### config.mk
export PLATFORM = sky130hd
export DESIGN_NAME = reg_write_scheduler
export DESIGN_NICKNAME = d
export VERILOG_FILES = /design/src/rtl/reg_write_scheduler.sv
export SDC_FILE = /design/constraint.sdc
export NUM_CORES = 1
export LEC_CHECK = 0
export CAP_MARGIN = 0
export CORE_MARGIN = 5
export CORE_UTILIZATION = 40
export DETAILED_ROUTE_END_ITERATION = 10
export PLACE_DENSITY = 0.79
export SYNTH_ARGS = -nofsm -noshare
export SYNTH_HDL_FRONTEND = slang
export SYNTH_SLANG_ARGS = --single-unit
### constraint.sdc
create_clock -name clk -period 2.47 [get_ports clk]
set_input_delay 0.3705 -clock clk [delete_from_list [all_inputs] [get_ports clk]]
set_output_delay 0.3705 -clock clk [all_outputs]
set_load 0.01 [all_outputs]
### src/rtl/reg_write_scheduler.sv
// Four-requester register write scheduler: round-robin grant, one-cycle write
// strobe with matching ack, then a four-phase release before the next grant.
module reg_write_scheduler #(
    parameter int DATA_W = 8
) (
    input  logic              clk,
    input  logic              rst_n,
    input  logic [3:0]        req,
    input  logic [DATA_W-1:0] data0,
    input  logic [DATA_W-1:0] data1,
    input  logic [DATA_W-1:0] data2,
    input  logic [DATA_W-1:0] data3,
    output logic [3:0]        wr_en,
    output logic [DATA_W-1:0] wr_data,
    output logic [3:0]        ack,
    output logic [1:0]        grant_idx,
    output logic              busy
);

    localparam logic [1:0] IDLE    = 2'd0;
    localparam logic [1:0] WRITE   = 2'd1;
    localparam logic [1:0] RELEASE = 2'd2;

    logic [1:0]              state;
    logic [1:0]              ptr;
    logic [1:0]              pick;
    logic [1:0]              idx;
    logic                    found;
    logic [3:0][DATA_W-1:0]  data;

    assign data = {data3, data2, data1, data0};
    assign busy = (state != IDLE);

    // Scan from the farthest offset down so the index nearest ptr wins.
    always_comb begin
        pick  = ptr;
        idx   = ptr;
        found = 1'b0;
        for (int k = 3; k >= 0; k--) begin
            idx = ptr + 2'(k);
            if (req[idx]) begin
                pick  = idx;
                found = 1'b1;
            end
        end
    end

    always_ff @(posedge clk or negedge rst_n) begin
        if (!rst_n) begin
            state     <= IDLE;
            ptr       <= 2'd0;
            wr_en     <= 4'b0;
            ack       <= 4'b0;
            wr_data   <= '0;
            grant_idx <= 2'd0;
        end else begin
            case (state)
                IDLE: begin
                    if (found) begin
                        state     <= WRITE;
                        wr_en     <= 4'b1 << pick;
                        ack       <= 4'b1 << pick;
                        wr_data   <= data[pick];
                        grant_idx <= pick;
                        ptr       <= pick + 2'd1;
                    end
                end
                WRITE: begin
                    state <= RELEASE;
                    wr_en <= 4'b0;
                    ack   <= 4'b0;
                end
                RELEASE: begin
                    // Hold off new grants until the winner drops its request.
                    if (!req[grant_idx]) state <= IDLE;
                end
                default: begin
                    state <= IDLE;
                    wr_en <= 4'b0;
                    ack   <= 4'b0;
                end
            endcase
        end
    end

endmodule
==> reports/metrics.csv <==
stage,metric,value,unit
final_layout,Final #Nets,219,
synthesis,Mapped Avg Cell Area,9.616,µm²
timing,part of the cycle the worst path needs,88.70,%
timing,unrepaired setup endpoints after global routing,no,
critical_path,Worst setup EP type,flop,
clocking,CTS Hold Bufs,0,
global_route,Tot GR Track Use,16.51,%
global_route,largest net degree at the start of global routing,19,
final_layout,"commonest non-fill, non-tap cell in the layout",clkdlybuf4s50_1,
critical_path,Worst setup SP type,primary input,
power,power share of the clock group,7.5,%
synthesis,Synth Register Bits,18,
synthesis,post-synthesis cell area,1192,µm²
critical_path,critical-path cell list,clkdlybuf4s50_1 -> nor2b_1 -> nor4_4 -> nor2b_1 -> nor2_1 -> a221oi_1,
die,chip height,64.60,µm
synthesis,complex-gate fraction of the synthesized area,18.99,%
placed_design,placed cell count,207,
critical_path,Max stage delay on crit path,0.56,ns
synthesis,number of synthesized flops with an enable pin,0,
die,# rows,19,
clocking,post_cts resized,0,
critical_path,critical path buffer and inverter count,1,
clocking,Skew-Pair Late Insertion Delay,0.29,ns
global_route,antenna violations before repair,0,
timing,Layout Skew,0.003294,ns
drt,WL/cell,15.37,µm
clocking,CTS tree,yes,
power,peak supply drop,0.4851,mV
critical_path,Crit Reg-Reg Startpoint,ptr[0]$_DFFE_PN0P_,
final_layout,Seq. cell area,450.4,µm²
synthesis,top_reg_cell synth,dfrtp_1,
clocking,Max H-tree Level,1,
die,initial core utilization,42.51,%
critical_path,Worst setup startpoint,req[0],
final_layout,Area Growth Syn to Fin,50.37,%
timing,Fmax,456.4,MHz
die,die width,64.60,µm
power,pwr/cell area,1047,nW/µm²
run_status,status,"finished, final reports clean",
power,sequential fraction of design power,31.0,%
power,Leakage Power,0.0007173,µW
worst_hold_path,HP Class,flop to flop,
drt,DR pass1 iterations,4,
placed_design,Final HPWL DP,2.586,mm
synthesis,Synth Area in Simple Gates,26.13,%
power,Internal,1110,µW
drt,residual DRC count,0,
die,Core Area,2805,µm²
placed_design,PortBufs,56,
final_layout,Fillers,233,
drt,Via density,5.538,
timing,PnR worst setup slack,0.2792,ns
synthesis,Synth Area in Adders,0,%
final_layout,antenna cell count,0,
clocking,Root Buffer,clkbuf_4,
timing,Final min period,2.191,ns
power,Sw Ratio,40.90,%
synthesis,largest family of logic cells by synthesized area,simple AND/OR/NAND/NOR gates,
clocking,setup bufs post-CTS,0,
timing,Final Hold Fails,0,
critical_path,critical path's slowest cell,clkdlybuf4s50_1,
clocking,Bufs on Longest Clock Path,2,
timing,worst slew pin tran,0.7940,ns
die,Die Area,4173,µm²
drt,drt total wl,3.227,mm
clocking,"Reg clk slew, reported paths",0.09,ns
global_route,total gr overflow,0,
critical_path,Crit path arrival time,2.34,ns
die,I/O pins,57,
drt,routed via count,1163,
synthesis,synthesized instance count,124,
final_layout,share of layout cells above drive strength 1,11.17,%
placed_design,post-place setup slack,-0.05936,ns
clocking,TritonCTS Buffers,3,
final_layout,multi-input logic area,660.6,µm²
final_layout,"Cell Count, Final, Fillers Out",210,
synthesis,mux cell area share after synthesis,10.28,%
timing,Slew Limit Fails,0,
worst_hold_path,Worst Hold Launch,state[0]$_DFFE_PN0P_,
synthesis,synthesized net count,162,
critical_path,critical path class,primary input to flop,
global_route,first-pass GRT wire length,5.492,mm
final_layout,most frequent cells in the layout,"clkdlybuf4s50_1 (56), dfrtp_1 (18), nor2_1 (15)",
synthesis,post-synthesis xor/xnor area fraction,0,%
clocking,clock tree sinks,18,
synthesis,post-synthesis sequential area ratio,37.78,%
synthesis,ys async rst share,100.0,%
power,Psw,768.1,µW
power,overall power,1878,µW
synthesis,Unique masters post-synth,36,
timing,max_slew headroom,46.90,%
drt,initial drt markers,24,
timing,Finish-stage setup viols,0,
critical_path,Worst Path Max Fanout,10,
power,Logic pwr share,61.5,%
critical_path,"most used cell, CP",nor2b_1,
placed_design,GP Congestion,0.8526,
critical_path,"Largest delay share family, worst path",simple AND/OR/NAND/NOR gates,
synthesis,synth warn,0,
drt,Antenna Nets Post-Route,0,
flow_run,max_cap viols,0,
global_route,vias in the first global route,1216,
critical_path,CP Data Required Time,2.62,ns
## path summary, 6_finish.rpt
check	cells past startpoint	to	slack, ns
worst max-delay path	6	wr_data[3]$_DFFE_PN0P_	0.28
worst min-delay path	1	ack[0]$_DFFE_PN0P_	0.52
worst max register to register	5	wr_data[3]$_DFFE_PN0P_	0.53
worst min register to register	1	ack[0]$_DFFE_PN0P_	0.52
max in group asynchronous	1	ack[1]$_DFFE_PN0P_	1.44
min in group asynchronous	1	wr_data[0]$_DFFE_PN0P_	0.53
## kinds of logic (layout without fill, tap and decap cells)
group	Yosys count	in the layout
mux	11	11
flops	18	18
compound gates	29	29
buf+inv	13	68
simple gates	53	53
## worst reg2reg max path: stages (launching register included)
cell      delay [ns]
dfrtp_1         0.50
nor2b_1         0.15
nor4_4          0.39
nor2b_1         0.17
nor2_1          0.42
a221oi_1        0.17
## synthesized netlist by cell type (4+ instances only)
cell type / n / area, µm²
dfrtp_1: 18 / 450.4
nor2_1: 15 / 56.30
o21ai_0: 5 / 25.02
a21oi_1: 4 / 20.02
a221oi_1: 4 / 35.03
nor2b_1: 5 / 31.28
nand2_1: 7 / 26.28
a221oi_2: 4 / 60.06
nor3_1: 6 / 30.03
mux2i_1: 10 / 100.1
buf_4: 6 / 45.04
## power by group through the flow
stage	sequential, µW	clock, µW	combinational (µW)
5_1_grt	609	156	1260
4_1_cts	581	143	1160
6_report	582	141	1150
3_3_place_gp	581	0	1130
2_1_floorplan	594	0	673
3_5_place_dp	581	0	1170
## sequential cells by signal, summed over array words and instances (netlist names)
| register | flops |
|---|---|
| state | 2 |
| ack | 4 |
| wr_data | 8 |
| grant_idx | 2 |
| ptr | 2 |
## metal layers
metal | vias up | routed length [µm] | global-route usage (%)
met5 | - | 0 | 0
met4 | 0 | 69 | 6.332
met3 | 8 | 301 | 5.009
met2 | 58 | 1431 | 26.55
met1 | 529 | 1425 | 20.91
li1 | 568 | - | -
## metrics by stage
stage | cell area, µm² | TNS [ns] | util [%] | hold WS, ns
detailed placement | 1770 | -0.09244 | 63.11 | 0.5128
finish | 1793 | 0 | 63.92 | 0.5171
global placement | 1770 | 0 | 63.11 | 0.5021
global route | 1793 | 0 | 63.92 | 0.5658
CTS | 1793 | 0 | 63.92 | 0.5269
floorplan | 1192 | 0 | - | 0.07491
## final cells by class
| class | count | area share [%] |
|---|---|---|
| Tap cell | 31 | 2.163 |
| Sequential cell | 18 | 25.12 |
| Timing Repair Buffer | 63 | 34.19 |
| Clock buffer | 3 | 1.256 |
| Multi-Input combinational cell | 93 | 36.85 |
| Inverter | 2 | 0.4187 |
Power figures use the tool's default switching activity.
